$ cat src/rtl/fht_bank_wr_if.sv
// Stage control, reader, butterfly-result, bank-write and output-stream signals of fht_bank_wr.
// The master side drives the stage/reader/butterfly inputs; the slave side is the write-back block.
interface fht_bank_wr_if #(
  parameter int D_BIT = 17,
  parameter int A_BIT = 9
);
  logic                    iSTART;
  logic                    iST_LAST;
  logic [A_BIT:0]          iN_BUT;
  logic                    iRD_VALID;
  logic [A_BIT-1:0]        iRD_ADDR;
  logic signed [D_BIT-1:0] iY_0;
  logic signed [D_BIT-1:0] iY_1;
  logic signed [D_BIT-1:0] iY_2;
  logic signed [D_BIT-1:0] iY_3;
  logic                    oSTALL;
  logic                    oWR_EN;
  logic [A_BIT-1:0]        oWR_ADDR;
  logic signed [D_BIT-1:0] oWR_D_0;
  logic signed [D_BIT-1:0] oWR_D_1;
  logic signed [D_BIT-1:0] oWR_D_2;
  logic signed [D_BIT-1:0] oWR_D_3;
  logic                    oOUT_VALID;
  logic                    iOUT_READY;
  logic signed [D_BIT-1:0] oOUT_Y_0;
  logic signed [D_BIT-1:0] oOUT_Y_1;
  logic signed [D_BIT-1:0] oOUT_Y_2;
  logic signed [D_BIT-1:0] oOUT_Y_3;
  logic                    oBUSY;
  logic                    oDONE;
  logic                    oERR;

  modport master (
    output iSTART, iST_LAST, iN_BUT, iRD_VALID, iRD_ADDR,
    output iY_0, iY_1, iY_2, iY_3, iOUT_READY,
    input  oSTALL, oWR_EN, oWR_ADDR, oWR_D_0, oWR_D_1, oWR_D_2, oWR_D_3,
    input  oOUT_VALID, oOUT_Y_0, oOUT_Y_1, oOUT_Y_2, oOUT_Y_3,
    input  oBUSY, oDONE, oERR
  );

  modport slave (
    input  iSTART, iST_LAST, iN_BUT, iRD_VALID, iRD_ADDR,
    input  iY_0, iY_1, iY_2, iY_3, iOUT_READY,
    output oSTALL, oWR_EN, oWR_ADDR, oWR_D_0, oWR_D_1, oWR_D_2, oWR_D_3,
    output oOUT_VALID, oOUT_Y_0, oOUT_Y_1, oOUT_Y_2, oOUT_Y_3,
    output oBUSY, oDONE, oERR
  );
endinterface

$ cat src/rtl/fht_bank_wr.sv
// FHT stage write-back: realigns butterfly results with their read address, writes them to the
// four banks, or in the last stage queues them into a back-pressured output FIFO.
module fht_bank_wr #(
  parameter int D_BIT      = 17,
  parameter int A_BIT      = 9,
  parameter int LAT        = 3,
  parameter int FIFO_DEPTH = 8
) (
  input logic         iCLK,
  input logic         iRESET,
  fht_bank_wr_if.slave bus
);
  localparam int PW = $clog2(FIFO_DEPTH);
  localparam int CW = PW + 1;
  localparam int SW = CW + 4;
  localparam logic [A_BIT:0] ONE = (A_BIT+1)'(1);

  typedef enum logic [1:0] {IDLE, RUN, DRAIN, DONE} state_t;

  state_t                 state, state_nxt;
  logic                   last_q;
  logic [A_BIT:0]         n_but_q;
  logic [A_BIT:0]         rd_cnt;
  logic [LAT-1:0]         dl_valid;
  logic [A_BIT-1:0]       dl_addr [LAT];
  logic [3:0]             inflight;
  logic [4*D_BIT-1:0]     mem [FIFO_DEPTH];
  logic [4*D_BIT-1:0]     head;
  logic [PW-1:0]          wr_ptr, rd_ptr;
  logic [CW-1:0]          fifo_count;
  logic [SW-1:0]          occupancy;
  logic                   wr_en_q;
  logic [A_BIT-1:0]       wr_addr_q;
  logic [4*D_BIT-1:0]     wr_data_q;
  logic                   err_q;
  logic                   rd_take, out_v, push_req, fifo_full, push, pop, stall;

  assign rd_take   = (state == RUN) && bus.iRD_VALID;
  assign out_v     = dl_valid[LAT-1];
  assign push_req  = out_v && last_q;
  assign fifo_full = (fifo_count == CW'(FIFO_DEPTH));
  assign push      = push_req && !fifo_full;
  assign pop       = (fifo_count != '0) && bus.iOUT_READY;
  // Reads already in the delay line will land in the FIFO, so they count against its space.
  assign occupancy = SW'(fifo_count) + SW'(inflight);
  assign stall     = last_q && (occupancy >= SW'(FIFO_DEPTH));

  always_ff @(posedge iCLK or posedge iRESET) begin
    if (iRESET) begin
      state <= IDLE;
    end else begin
      state <= state_nxt;
    end
  end

  always_comb begin
    state_nxt = state;
    case (state)
      IDLE:  if (bus.iSTART) state_nxt = (bus.iN_BUT == '0) ? DRAIN : RUN;
      RUN:   if (rd_take && ((rd_cnt + ONE) == n_but_q)) state_nxt = DRAIN;
      DRAIN: if ((inflight == '0) && (!last_q || (fifo_count == '0))) state_nxt = DONE;
      DONE:  state_nxt = IDLE;
      default: state_nxt = IDLE;
    endcase
  end

  always_ff @(posedge iCLK or posedge iRESET) begin
    if (iRESET) begin
      last_q   <= 1'b0;
      n_but_q  <= '0;
      rd_cnt   <= '0;
      err_q    <= 1'b0;
      inflight <= '0;
    end else begin
      if ((state == IDLE) && bus.iSTART) begin
        last_q  <= bus.iST_LAST;
        n_but_q <= bus.iN_BUT;
        rd_cnt  <= '0;
      end else if (rd_take) begin
        rd_cnt <= rd_cnt + ONE;
      end
      if ((rd_take && stall) || (push_req && fifo_full)) err_q <= 1'b1;
      case ({rd_take, out_v})
        2'b10:   inflight <= inflight + 4'd1;
        2'b01:   inflight <= inflight - 4'd1;
        default: inflight <= inflight;
      endcase
    end
  end

  // Never stalled: the butterfly pipeline delivers results LAT cycles after the read regardless.
  always_ff @(posedge iCLK or posedge iRESET) begin
    if (iRESET) begin
      dl_valid <= '0;
      for (int i = 0; i < LAT; i++) dl_addr[i] <= '0;
    end else begin
      dl_valid[0] <= rd_take;
      dl_addr[0]  <= bus.iRD_ADDR;
      for (int i = 1; i < LAT; i++) begin
        dl_valid[i] <= dl_valid[i-1];
        dl_addr[i]  <= dl_addr[i-1];
      end
    end
  end

  always_ff @(posedge iCLK or posedge iRESET) begin
    if (iRESET) begin
      wr_en_q   <= 1'b0;
      wr_addr_q <= '0;
      wr_data_q <= '0;
    end else begin
      wr_en_q <= out_v && !last_q;
      if (out_v && !last_q) begin
        wr_addr_q <= dl_addr[LAT-1];
        wr_data_q <= {bus.iY_3, bus.iY_2, bus.iY_1, bus.iY_0};
      end
    end
  end

  always_ff @(posedge iCLK) begin
    if (push) mem[wr_ptr] <= {bus.iY_3, bus.iY_2, bus.iY_1, bus.iY_0};
  end

  always_ff @(posedge iCLK or posedge iRESET) begin
    if (iRESET) begin
      wr_ptr     <= '0;
      rd_ptr     <= '0;
      fifo_count <= '0;
    end else begin
      if (push) wr_ptr <= wr_ptr + PW'(1);
      if (pop)  rd_ptr <= rd_ptr + PW'(1);
      case ({push, pop})
        2'b10:   fifo_count <= fifo_count + CW'(1);
        2'b01:   fifo_count <= fifo_count - CW'(1);
        default: fifo_count <= fifo_count;
      endcase
    end
  end

  // Storage is not reset, so the head is masked to keep the stream outputs at 0 while empty.
  assign head = (fifo_count != '0) ? mem[rd_ptr] : '0;

  assign bus.oSTALL     = stall;
  assign bus.oWR_EN     = wr_en_q;
  assign bus.oWR_ADDR   = wr_addr_q;
  assign bus.oWR_D_0    = wr_data_q[0*D_BIT +: D_BIT];
  assign bus.oWR_D_1    = wr_data_q[1*D_BIT +: D_BIT];
  assign bus.oWR_D_2    = wr_data_q[2*D_BIT +: D_BIT];
  assign bus.oWR_D_3    = wr_data_q[3*D_BIT +: D_BIT];
  assign bus.oOUT_VALID = (fifo_count != '0);
  assign bus.oOUT_Y_0   = head[0*D_BIT +: D_BIT];
  assign bus.oOUT_Y_1   = head[1*D_BIT +: D_BIT];
  assign bus.oOUT_Y_2   = head[2*D_BIT +: D_BIT];
  assign bus.oOUT_Y_3   = head[3*D_BIT +: D_BIT];
  assign bus.oBUSY      = (state != IDLE);
  assign bus.oDONE      = (state == DONE);
  assign bus.oERR       = err_q;
endmodule

$ cat src/flat_wrapper.sv
// flat-port wrapper written by rule: the top's interface ports become plain ports
module fht_bank_wr_flat 
#(
  parameter int D_BIT      = 17,
  parameter int A_BIT      = 9,
  parameter int LAT        = 3,
  parameter int FIFO_DEPTH = 8
)
  (iCLK, iRESET, bus_iSTART, bus_iST_LAST, bus_iN_BUT, bus_iRD_VALID, bus_iRD_ADDR, bus_iY_0, bus_iY_1, bus_iY_2, bus_iY_3, bus_iOUT_READY, bus_oSTALL, bus_oWR_EN, bus_oWR_ADDR, bus_oWR_D_0, bus_oWR_D_1, bus_oWR_D_2, bus_oWR_D_3, bus_oOUT_VALID, bus_oOUT_Y_0, bus_oOUT_Y_1, bus_oOUT_Y_2, bus_oOUT_Y_3, bus_oBUSY, bus_oDONE, bus_oERR);
  fht_bank_wr_if #(.D_BIT(D_BIT), .A_BIT(A_BIT)) bus_i ();
  input logic iCLK;
  input logic iRESET;
  input wire logic [$bits(bus_i.iSTART)-1:0] bus_iSTART;
  input wire logic [$bits(bus_i.iST_LAST)-1:0] bus_iST_LAST;
  input wire logic [$bits(bus_i.iN_BUT)-1:0] bus_iN_BUT;
  input wire logic [$bits(bus_i.iRD_VALID)-1:0] bus_iRD_VALID;
  input wire logic [$bits(bus_i.iRD_ADDR)-1:0] bus_iRD_ADDR;
  input wire logic [$bits(bus_i.iY_0)-1:0] bus_iY_0;
  input wire logic [$bits(bus_i.iY_1)-1:0] bus_iY_1;
  input wire logic [$bits(bus_i.iY_2)-1:0] bus_iY_2;
  input wire logic [$bits(bus_i.iY_3)-1:0] bus_iY_3;
  input wire logic [$bits(bus_i.iOUT_READY)-1:0] bus_iOUT_READY;
  output wire logic [$bits(bus_i.oSTALL)-1:0] bus_oSTALL;
  output wire logic [$bits(bus_i.oWR_EN)-1:0] bus_oWR_EN;
  output wire logic [$bits(bus_i.oWR_ADDR)-1:0] bus_oWR_ADDR;
  output wire logic [$bits(bus_i.oWR_D_0)-1:0] bus_oWR_D_0;
  output wire logic [$bits(bus_i.oWR_D_1)-1:0] bus_oWR_D_1;
  output wire logic [$bits(bus_i.oWR_D_2)-1:0] bus_oWR_D_2;
  output wire logic [$bits(bus_i.oWR_D_3)-1:0] bus_oWR_D_3;
  output wire logic [$bits(bus_i.oOUT_VALID)-1:0] bus_oOUT_VALID;
  output wire logic [$bits(bus_i.oOUT_Y_0)-1:0] bus_oOUT_Y_0;
  output wire logic [$bits(bus_i.oOUT_Y_1)-1:0] bus_oOUT_Y_1;
  output wire logic [$bits(bus_i.oOUT_Y_2)-1:0] bus_oOUT_Y_2;
  output wire logic [$bits(bus_i.oOUT_Y_3)-1:0] bus_oOUT_Y_3;
  output wire logic [$bits(bus_i.oBUSY)-1:0] bus_oBUSY;
  output wire logic [$bits(bus_i.oDONE)-1:0] bus_oDONE;
  output wire logic [$bits(bus_i.oERR)-1:0] bus_oERR;
  assign bus_i.iSTART = bus_iSTART;
  assign bus_i.iST_LAST = bus_iST_LAST;
  assign bus_i.iN_BUT = bus_iN_BUT;
  assign bus_i.iRD_VALID = bus_iRD_VALID;
  assign bus_i.iRD_ADDR = bus_iRD_ADDR;
  assign bus_i.iY_0 = bus_iY_0;
  assign bus_i.iY_1 = bus_iY_1;
  assign bus_i.iY_2 = bus_iY_2;
  assign bus_i.iY_3 = bus_iY_3;
  assign bus_i.iOUT_READY = bus_iOUT_READY;
  assign bus_oSTALL = bus_i.oSTALL;
  assign bus_oWR_EN = bus_i.oWR_EN;
  assign bus_oWR_ADDR = bus_i.oWR_ADDR;
  assign bus_oWR_D_0 = bus_i.oWR_D_0;
  assign bus_oWR_D_1 = bus_i.oWR_D_1;
  assign bus_oWR_D_2 = bus_i.oWR_D_2;
  assign bus_oWR_D_3 = bus_i.oWR_D_3;
  assign bus_oOUT_VALID = bus_i.oOUT_VALID;
  assign bus_oOUT_Y_0 = bus_i.oOUT_Y_0;
  assign bus_oOUT_Y_1 = bus_i.oOUT_Y_1;
  assign bus_oOUT_Y_2 = bus_i.oOUT_Y_2;
  assign bus_oOUT_Y_3 = bus_i.oOUT_Y_3;
  assign bus_oBUSY = bus_i.oBUSY;
  assign bus_oDONE = bus_i.oDONE;
  assign bus_oERR = bus_i.oERR;
  fht_bank_wr #(.D_BIT(D_BIT), .A_BIT(A_BIT), .LAT(LAT), .FIFO_DEPTH(FIFO_DEPTH)) u_core (.iCLK(iCLK), .iRESET(iRESET), .bus(bus_i));
endmodule
$ cat config.mk
export PLATFORM = sky130hd
export DESIGN_NAME = fht_bank_wr_flat
export DESIGN_NICKNAME = d
export VERILOG_FILES = /design/src/rtl/fht_bank_wr_if.sv /design/src/rtl/fht_bank_wr.sv /design/src/flat_wrapper.sv
export SDC_FILE = /design/constraint.sdc
export NUM_CORES = 1
export LEC_CHECK = 0
export BUFFER_PORTS_ARGS = -buffer_cell sky130_fd_sc_hd__buf_2
export CORE_MARGIN = 1
export CORE_UTILIZATION = 30
export DETAILED_ROUTE_END_ITERATION = 6
export GPL_TIMING_DRIVEN = 0
export PLACE_DENSITY = 0.55
export SYNTH_ARGS = -nofsm -noshare
export SYNTH_HDL_FRONTEND = slang
export SYNTH_SLANG_ARGS = --single-unit
$ cat constraint.sdc
create_clock -name iCLK -period 10.1 [get_ports iCLK]
set_input_delay 1.01 -clock iCLK [delete_from_list [all_inputs] [get_ports iCLK]]
set_output_delay 1.01 -clock iCLK [all_outputs]
set_load 0.1 [all_outputs]
# == Yosys cells after proc, flatten, opt, wreduce, memory -nomap -nowiden ==
# Memories as Yosys holds them, arrays and structs flattened.
# Cells that the tools add are included.
# word_totals
inputBits,93
ff_bits,146
memories,1
ramBits,544
# memory_table
memory,depth,word_bits,rd,rd_ports_with_merged_regs,write_ports,line,rtl
u_core.mem,8,68,1,0,1,fht_bank_wr.sv:27,logic [4*D_BIT-1:0] mem [FIFO_DEPTH];
# op_classes
eq_ne,12
n_reduce_logical,25
mux,12
magnitude_cmp,1
n_addsub,8
# ops
cell,count
$mux 68,1
$mux 10,2
$pmux 4 s2,2
$logic_and 1x1->1,11
$add 10x1->10 const B,1
$eq 10x10->1,1
$logic_not 10->1,1
$add 4x1->4 const B,2
$eq 2x2->1 const B,4
$ge 8x4->1 const B,1
$logic_not 4->1,2
$mux 2,4
$pmux 2 s4,1
$reduce_bool 2->1,4
$sub 4x1->4 const B,2
$add 3x1->3 const B,2
$eq 2x1->1 const B,3
$add 4x4->5,1
$eq 4x4->1 const B,1
$ne 2x2->1 const B,2
$reduce_bool 4->1,1
$reduce_and 3->1,1
$logic_not 1->1,2
$logic_not 2->1,1
3 further kinds,5

# == Logic depth before layout (Yosys ltp) ==
# Gate-level depths: netlist (run 1).
# logic_depth
ltp_word,5
ltp_mapped,11
ltp_nobuf,10

# == Least setup slack after synthesis (run 1) ==
# OpenSTA, ideal clock, no wires.
# synth_timing
kind,reg2reg
start,register u_core.fifo_count[0]
end,"memory u_core.mem[0][0] (netlist bit), enable pin"
path_stages_with_launch,5
slack_ns,3.856
path_buffers,0
synth_period_minus_slack_ns,6.244
arrival_ns,5.666
cell_sequence,dfrtp_1 -> nor3_1 -> a21oi_1 -> nand2b_1 -> nor3_1
# synth_via
elab_chain_len,5
# synth_rtl
element,line,rtl
from (decl),fht_bank_wr.sv:30,logic [CW-1:0] fifo_count;
from (signal assigned),fht_bank_wr.sv:133,2'b10: fifo_count <= fifo_count + CW'(1);
from (signal assigned),fht_bank_wr.sv:134,2'b01: fifo_count <= fifo_count - CW'(1);
from (signal assigned),fht_bank_wr.sv:135,default: fifo_count <= fifo_count;
$eq 4x4->1,fht_bank_wr.sv:41,assign fifo_full = (fifo_count == CW'(FIFO_DEPTH));
$logic_not 1->1,fht_bank_wr.sv:42,assign push = push_req && !fifo_full;
$logic_and 1x1->1,fht_bank_wr.sv:42,
$mux 1,fht_bank_wr.sv:121,"if (push) mem[wr_ptr] <= {bus.iY_3, bus.iY_2, bus.iY_1, bus.iY_0};"
$mux 1 (implied by the code),fht_bank_wr.sv:121,
to (decl),fht_bank_wr.sv:27,
# Every way passes these cells.

# == Worst setup path after layout (run 1) ==
# layout_timing
start,register u_core.fifo_count[0]
end,output port bus_oOUT_Y_3[9]
# layout_via
elab_chain_len,2
# layout_rtl
element,line,rtl
$reduce_bool 4->1,fht_bank_wr.sv:141,assign head = (fifo_count != '0) ? mem[rd_ptr] : '0;
$mux 68,fht_bank_wr.sv:141,
to (decl),flat_wrapper.sv:34,output wire logic [$bits(bus_i.oOUT_Y_3)-1:0] bus_oOUT_Y_3;
# Every way passes these cells.

==> qor.txt, run 1 <==
crit-path max FO -> 10
Critical Path Source Type -> flip-flop
Via Count -> 13604
Critical Path Max Stage Delay -> 720 ps
status -> finished, final reports clean
Synth Area in XOR/XNOR -> 0.988%
DP Area -> 30000 µm²
Synth Area in Simple Gates -> 2.91%
mux share of post-synthesis cell area -> 17.5%
dpl hpwl -> 41700 µm
routed wire length -> 64000 µm
Yosys top cell by area -> edfxtp_1
row count -> 108
initial antenna violation count -> 4
Die X -> 300 µm
Filler cells -> 8095
layout cells sized above 1 -> 36.5%
Cell variety after synth -> 49
die footprint -> 89800 µm²
clk root buf -> clkbuf_16
CTS Buffer Depth -> 3
unrepaired setup endpoints after global routing -> false
DR DRC count -> 0
Max H-tree Level -> 3
most used cell, CP -> clkbuf_1
sequential share of the synthesized area -> 75.2%
R2R cell count -> 8
max cap viols -> 0
Hold Vio Cnt, Final -> 0
RePlAce Congestion -> 0.739
WP depth -> 6
Post-synth EDFFs -> 544
register-to-register setup slack -> 6780 ps
drt first pass iters -> 5
placed cell count -> 2763
Post-CTS Hold Fix Bufs -> 0
Yosys reg bits -> 690
count leader, synth -> edfxtp_1
clk_lat worst skew -> 620 ps
hold depth -> 0
Num Clock Sinks -> 690
final setup margin -> 5110 ps
input/output buffers -> 243
Gate Count Post-Synth -> 1325
worst hold path class -> reg -> reg
Post-Route Skew -> 28.1 ps
CTS tree -> done
ANT nets after route -> 0
compound-gate portion of the synthesized area -> 1.11%
Area Overhead vs Synth -> 22.5%
Final Instance Area -> 32600 µm²
vias per inst -> 4.67
Buf+Inv Stages, Crit Path -> 4
GRT Overall Usage -> 14.4%
CTS clk-pin slew, worst paths -> 60 ps
number of global-route vias before repair -> 14755
total grt overflow -> 0
CP max stage cell -> clkbuf_1
cell family with most CP delay -> buffers and inverters
synth top area cells -> edfxtp_1 61%, dfrtp_1 14%, mux4_2 12%
crit path cell chain -> nor4_4, buf_6, clkbuf_1, clkbuf_1, nor2_1, buf_2
worst slew pin tran -> 1050 ps
first-pass GRT wire length -> 95100 µm
synthesized area per cell -> 20.1 µm²
drt wl/cell -> 22.0 µm
I/O Pins -> 244
Adder-Cell Fraction of Synth Area -> 1.07%
Critical Path AT -> 3980 ps
postcts setup bufs -> 0
proportion of netlist area held by the largest area contributor -> 61.4%
Worst Path Required -> 9090 ps
CP Capture Type -> output pin
Netlist Area Pre-Place -> 26600 µm²
CTS Buf Count -> 79
Iteration-0 DRC Markers -> 903
final setup TNS -> 0 ps
Setup WS pre-CTS -> 5620 ps
Net Count, Synth -> 1439
Non-Filler Instances -> 2914
Initial Util -> 30.5%
count of final max-slew check failures -> 0
# resized after CTS -> 0
FFs w/ async S/R, synth -> 21.2%
Rel. slew slack -> 29.8%
# setup viols final -> 0
critical path class -> reg -> out
Synth top cells by count -> 544 x edfxtp_1, 146 x dfrtp_1, 136 x mux4_2, 87 x nor2_1, 79 x mux2_2
core outline area -> 87300 µm²
Top FF cell, synth -> edfxtp_1
largest family of logic cells by synthesized area -> multiplexers
Final period util -> 49.4%
Ys Warns -> 0
Die Y -> 300 µm
largest net degree at the start of global routing -> 99
shortest period the worst path allows -> 4990 ps
fmax -> 200 MHz
Nets -> 1804
[metrics by stage]
step	util (%)	hold slack, ps
2_1_floorplan	-	331
3_3_place_gp	33.5	332
3_5_place_dp	34.4	336
4_1_cts	37.3	349
5_1_grt	37.3	351
6_report	37.3	343
[path summary, 6_finish.rpt]
| path | endpoint | start |
|---|---|---|
| setup / recovery | bus_oOUT_Y_3[9] | u_core.fifo_count[0]$_DFFE_PP0P_ |
| hold / removal | u_core.dl_addr[8]$_DFF_PP0_ | u_core.dl_addr[17]$_DFF_PP0_ |
| setup reg to reg | u_core.mem[0][27]$_DFFE_PP_ | u_core.fifo_count[0]$_DFFE_PP0P_ |
| hold reg to reg | u_core.dl_addr[8]$_DFF_PP0_ | u_core.dl_addr[17]$_DFF_PP0_ |
| max in group asynchronous | u_core.wr_data_q[47]$_DFFE_PP0P_ | iRESET |
| min in group asynchronous | u_core.dl_addr[12]$_DFF_PP0_ | iRESET |
[cell families (layout without fill, tap and decap cells)]
group / count (synthesis) / count (layout)
DFF: 690 / 690
muxes: 285 / 285
and+or+nand+nor: 176 / 176
buffers and inverters: 82 / 512
AOI/OAI and AO/OA: 41 / 41
xor gates and xnor gates: 30 / 30
adders and majority gates: 21 / 21
other: 0 / 4
[per-layer routing]
metal	track usage [%]	vias up	routed length (µm)	part of all wire (%)
met2	23.7	333	30900	48
met1	19.5	7192	28700	45
li1	-	5989	-	-
met5	0	-	0	0
met3	2.83	90	3280	5.1
met4	3.36	0	1080	1.7
[cell type report]
class                           instances  area [µm²]  share of cell area, %
Tap cell                             1155        1450                   4.44
Multi-Input combinational cell        553        6330                   19.4
Antenna cell                            4        10.0                 0.0307
Timing Repair Buffer                  284        1930                   5.91
Inverter                               21        86.3                  0.265
Sequential cell                       690       20000                   61.4
Clock buffer                          112        2200                   6.77
Clock inverter                         34         335                   1.03
Buffer                                 61         250                  0.768
[state kept, by name (all words and copies together) (netlist names)]
register / flops
u_core.bus.oWR_EN: 1
u_core.fifo_count: 4
u_core.dl_valid: 3
u_core.wr_ptr: 3
u_core.last_q: 1
u_core.state: 2
u_core.rd_ptr: 3
u_core.rd_cnt: 10
u_core.wr_data_q: 68
u_core.mem: 544
u_core.inflight: 4
u_core.bus.oWR_ADDR: 9
u_core.bus.oERR: 1
u_core.dl_addr: 27
u_core.n_but_q: 10
[layout by cell type, fill, tap and decap left out, types with 9 or more instances in the layout]
master	netlist	routed
edfxtp_1	544	544
buf_2	16	259
dfrtp_1	146	146
mux4_2	136	136
clkbuf_16	0	82
nor2_1	87	81
mux2_2	79	79
mux2i_1	70	70
clkbuf_1	32	58
nand2_1	44	44
inv_1	21	20
buf_6	0	19
xnor2_1	18	18
ha_1	18	18
buf_12	0	13
o21ai_0	12	12
xor2_1	12	12
buf_1	12	12
nor3_1	12	10
clkinv_1	0	10
a21oi_1	9	9
Power of run 1 is left out: the tool's default activity adds up to more than one toggle a clock period on the data nets, which glitch-free logic cannot reach.
==> inputs of run 2 (changes only) <==
Clock period 10.1 ns to 5.1 ns, I/O delays scaled along.
==> qor.txt, run 2 (synthesis results as in run 1) <==
count of final max-slew check failures -> 0 (unchanged)
Post-CTS Hold Fix Bufs -> 10 (+10)
Critical Path Source Type -> flip-flop
RR Startpoint -> u_core.dl_valid[2]$_DFF_PP0_
DR DRC count -> 0 (unchanged)
routed wire length -> 63500 µm (-0.80%)
Via Count -> 13466 (-1.0%)
shortest period the worst path allows -> 4410 ps
input/output buffers -> 243 (unchanged)
drt first pass iters -> 5 (unchanged)
Setup WS pre-CTS -> 1170 ps (-4450 ps)
Post-Route Skew -> 14.8 ps (-13.3 ps)
max FFs per register -> 544 (unchanged)
row count -> 108 (unchanged)
clk root buf -> clkbuf_16
hold depth -> 3 (+3)
crit-path max FO -> 10 (unchanged)
Final period util -> 86.6%
core outline area -> 87300 µm² (unchanged)
R2R cell count -> 5 (-3)
total grt overflow -> 0 (unchanged)
vias per inst -> 4.63 (-0.81%)
HP Start -> bus_iST_LAST
WHS Endpoint -> u_core.last_q$_DFFE_PP0P_
layout cells sized above 1 -> 36.4% (-0.11 points)
most frequent cells in the layout -> 544 x edfxtp_1, 259 x buf_2, 146 x dfrtp_1, 136 x mux4_2, 81 x nor2_1
Nets -> 1804 (unchanged)
Initial Util -> 30.5% (unchanged)
RePlAce Congestion -> 0.764 (+3.3%)
Top reg by flops -> u_core.mem
Critical Path AT -> 3900 ps (-80 ps)
postcts setup bufs -> 0 (unchanged)
unrepaired setup endpoints after global routing -> false
Area Overhead vs Synth -> 22.2%
largest net degree at the start of global routing -> 100 (+1.0%)
Worst Path Required -> 4590 ps (-4500 ps)
drt wl/cell -> 21.8 µm (-0.60%)
fin util -> 37.2% (-0.11 points)
Max H-tree Level -> 3 (unchanged)
worst hold path class -> in -> reg
# resized after CTS -> 0 (unchanged)
CTS clk-pin slew, worst paths -> 60 ps (about the same)
fmax -> 227 MHz
I/O Pins -> 244 (unchanged)
Die X -> 300 µm (unchanged)
CP Capture Type -> output pin
number of global-route vias before repair -> 14579 (-1.2%)
Critical R2R Capture -> u_core.wr_data_q[34]$_DFFE_PP0P_
status -> finished, final reports clean
first-pass GRT wire length -> 93900 µm (-1.2%)
worst slew pin tran -> 1120 ps (+67.0 ps)
# setup viols final -> 0 (unchanged)
CTS tree -> done
CTS Buffer Depth -> 3 (unchanged)
ANT nets after route -> 0 (unchanged)
top flop regs -> u_core.mem (544), u_core.wr_data_q (68), u_core.dl_addr (27)
CTS Buf Count -> 78 (-1.3%)
GRT Overall Usage -> 14.2% (-0.12 points)
Iteration-0 DRC Markers -> 768 (-15%)
critical path class -> reg -> out
initial antenna violation count -> 4 (unchanged)
register-to-register setup slack -> 1800 ps (-4980 ps)
die footprint -> 89800 µm² (unchanged)
final setup margin -> 685 ps (-4420 ps)
clk_lat worst skew -> 620 ps (about the same)
dpl hpwl -> 40600 µm (-2.4%)
Rel. slew slack -> 25.3% (-4.5 points)
max cap viols -> 0 (unchanged)
most common cell after layout, fill and taps aside -> edfxtp_1
Die Y -> 300 µm (unchanged)
Num Clock Sinks -> 690 (unchanged)
Hold Vio Cnt, Final -> 0 (unchanged)
run 2: worst max-delay path by stage:
| stage | start | endpoint | slack [ps] |
|---|---|---|---|
| finish | u_core.rd_ptr[1]$_DFFE_PP0P_ | bus_oOUT_Y_0[5] | 690 |
| global route | u_core.rd_ptr[1]$_DFFE_PP0P_ | bus_oOUT_Y_3[16] | 460 |
| CTS | u_core.rd_ptr[1]$_DFFE_PP0P_ | bus_oOUT_Y_3[16] | 500 |
| detailed placement | u_core.rd_ptr[1]$_DFFE_PP0P_ | bus_oOUT_Y_3[16] | 1170 |
| global placement | u_core.fifo_count[0]$_DFFE_PP0P_ | u_core.mem[6][23]$_DFFE_PP_ | -3350 |
| floorplan | iRESET | u_core.bus.oERR$_DFFE_PP0P_ | 670 |
run 2: critical path, stage by stage (launching register included):
cell      delay (ps)
dfrtp_1          360
clkbuf_1         840
clkbuf_1         750
mux4_2           360
mux2i_1           70
nor2_1           390
buf_2            530
run 2: area by class of cell:
type	count	area, µm²
diodes	1	2.50
plain buffers	61	251
clock buffers	105	2150
clock inverters	37	248
fillers	8152	54800
inverters	21	86.3
multi-input cells	553	6350
flip-flops and latches	690	20000
well taps	1155	1450
repair buffers	285	1960
run 2: routing by layer:
| layer | GRT usage [%] | up-vias | routed length [µm] |
|---|---|---|---|
| met5 | 0 | - | 0 |
| met4 | 4.06 | 0 | 1210 |
| met3 | 2.42 | 81 | 2640 |
| met2 | 23.5 | 318 | 30700 |
| met1 | 19.3 | 7077 | 28900 |
| li1 | - | 5990 | - |
run 2: metrics by stage:
step | hold slack, ps | instance area, µm² | setup TNS (ps) | cells
floorplan | 331 | 26600 | 0 | 1325
global placement | 332 | 29300 | -1943660 | 2723
detailed placement | 335 | 30000 | 0 | 2755
CTS | 73.1 | 32500 | 0 | 2907
global route | 106 | 32500 | 0 | 2907
finish | 116 | 32500 | 0 | 2908
Power of run 2 is left out for the same reason.
==> inputs of run 3 (changes only) <==
Settings changed: CTS_CLUSTER_DIAMETER set to 50, GPL_TIMING_DRIVEN 0 to unset.
==> qor.txt, run 3 (synthesis results as in run 1) <==
CTS clk-pin slew, worst paths -> 60 ps (about the same)
shortest period the worst path allows -> 3800 ps (-619 ps)
die footprint -> 89800 µm² (unchanged)
Die X -> 300 µm (unchanged)
status -> finished, final reports clean
Initial Util -> 30.5% (unchanged)
hold depth -> 3 (unchanged)
most frequent cells in the layout -> 544 x edfxtp_1, 243 x buf_2, 143 x dfrtp_1, 136 x mux4_2, 88 x clkbuf_16
Area Overhead vs Synth -> 21.6%
Via Count -> 13240 (-1.7%)
Critical Path Max Stage Delay -> 880 ps (+40 ps)
dpl hpwl -> 32900 µm (-19%)
CTS Buffer Depth -> 3 (unchanged)
drt wl/cell -> 21.1 µm (-3.4%)
max FFs per register -> 544 (unchanged)
vias per inst -> 4.63 (about the same)
I/O Pins -> 244 (unchanged)
input/output buffers -> 243 (unchanged)
RR Startpoint -> u_core.state[1]$_DFFE_PP0P_
R2R cell count -> 8 (+3)
final setup TNS -> 0 ps (unchanged)
Hold Vio Cnt, Final -> 0 (unchanged)
most common cell after layout, fill and taps aside -> edfxtp_1
Filler cells -> 8112 (-0.49%)
number of global-route vias before repair -> 14272 (-2.1%)
CTS Buf Count -> 87 (+12%)
Critical Path Source Type -> flip-flop
core outline area -> 87300 µm² (unchanged)
largest net degree at the start of global routing -> 91 (-9.0%)
crit-path max FO -> 50 (+40)
postcts setup bufs -> 0 (unchanged)
register-to-register setup slack -> 2260 ps (+460 ps)
fmax -> 263 MHz (+16%)
routed wire length -> 60300 µm (-5.0%)
DR DRC count -> 0 (unchanged)
multi-input logic area -> 6350 µm² (+0.12%)
Critical Path AT -> 3290 ps (-610 ps)
total grt overflow -> 0 (unchanged)
count of final max-slew check failures -> 0 (unchanged)
Rel. slew slack -> 24.3% (-1.1 points)
register area -> 20000 µm² (about the same)
GRT Overall Usage -> 13.6% (-0.67 points)
initial antenna violation count -> 3 (-1)
crit path cell chain -> buf_12, mux4_2, mux2i_1, nor2_1, buf_2
Die Y -> 300 µm (unchanged)
# resized after CTS -> 0 (unchanged)
Max H-tree Level -> 3 (unchanged)
unrepaired setup endpoints after global routing -> false
Iteration-0 DRC Markers -> 905 (+18%)
CTS tree -> done
Num Clock Sinks -> 690 (unchanged)
CP Capture Type -> output pin
row count -> 108 (unchanged)
RePlAce Congestion -> 0.723 (-5.3%)
Critical Path Sink -> bus_oOUT_Y_3[13]
layout cells sized above 1 -> 37.5% (+1.1 points)
Top reg by flops -> u_core.mem
CP max stage cell -> dfrtp_4
Critical R2R Capture -> u_core.state[0]$_DFFE_PP0P_
top flop regs -> u_core.mem (544), u_core.wr_data_q (68), u_core.dl_addr (27)
first-pass GRT wire length -> 90600 µm (-3.6%)
critical path class -> reg -> out
drt first pass iters -> 4 (-1)
Worst Path Required -> 4590 ps (about the same)
# setup viols final -> 0 (unchanged)
clk_lat worst skew -> 630 ps (about the same)
ANT nets after route -> 0 (unchanged)
Worst Hold Slack -> 95.9 ps (-20.2 ps)
max cap viols -> 0 (unchanged)
worst hold path class -> in -> reg
Post-CTS Hold Fix Bufs -> 10 (unchanged)
clk root buf -> clkbuf_16
Post-Route Skew -> 15.5 ps (+0.705 ps)
Final period util -> 74.4% (-12 points)
Nets -> 1745 (-3.3%)
worst slew pin tran -> 1140 ps (+15.8 ps)
CP Launch Point -> u_core.rd_ptr[0]$_DFFE_PP0P_
run 3: layer usage:
| layer | wire (µm) | track usage, % | vias to the layer above |
|---|---|---|---|
| met5 | 28 | 0 | - |
| met3 | 3040 | 2.87 | 90 |
| met4 | 1210 | 4.37 | 4 |
| li1 | - | - | 5877 |
| met1 | 27400 | 18.5 | 6948 |
| met2 | 28600 | 21.7 | 321 |
run 3: how the worst min path moves through the flow:
stage / startpoint / to
CTS: bus_iST_LAST / u_core.last_q$_DFFE_PP0P_
global route: bus_iN_BUT[1] / u_core.n_but_q[1]$_DFFE_PP0P_
finish: bus_iST_LAST / u_core.last_q$_DFFE_PP0P_
detailed placement: u_core.dl_addr[9]$_DFF_PP0_ / u_core.dl_addr[0]$_DFF_PP0_
global placement: u_core.dl_addr[11]$_DFF_PP0_ / u_core.dl_addr[2]$_DFF_PP0_
floorplan: u_core.dl_addr[9]$_DFF_PP0_ / u_core.dl_addr[0]$_DFF_PP0_
run 3: critical path: cells and delay by family (launching register included):
family	cells	cell delay [ps]
mux	2	920
buf+inv	2	760
simple gates	1	70
flops	1	880
run 3: through the flow:
step	cell area, µm²	std cells	worst slack, ps	util, %
5_1_grt	32300	2857	1030	37.0
3_3_place_gp	29400	2687	1780	33.7
6_report	32300	2858	1300	37.1
2_1_floorplan	26600	1325	667	-
3_5_place_dp	29400	2687	1830	33.7
4_1_cts	32300	2857	1120	37.0
run 3: cell type report:
cell class / count / share of cell area (%)
sequential: 690 / 61.8
multi-input combinational: 553 / 19.6
tap: 1155 / 4.47
inverter: 21 / 0.259
clock buffer: 104 / 7.03
antenna: 1 / 0.00774
timing repair buffer: 278 / 5.11
clock inverter: 56 / 1.64
Power of run 3 is left out for the same reason.
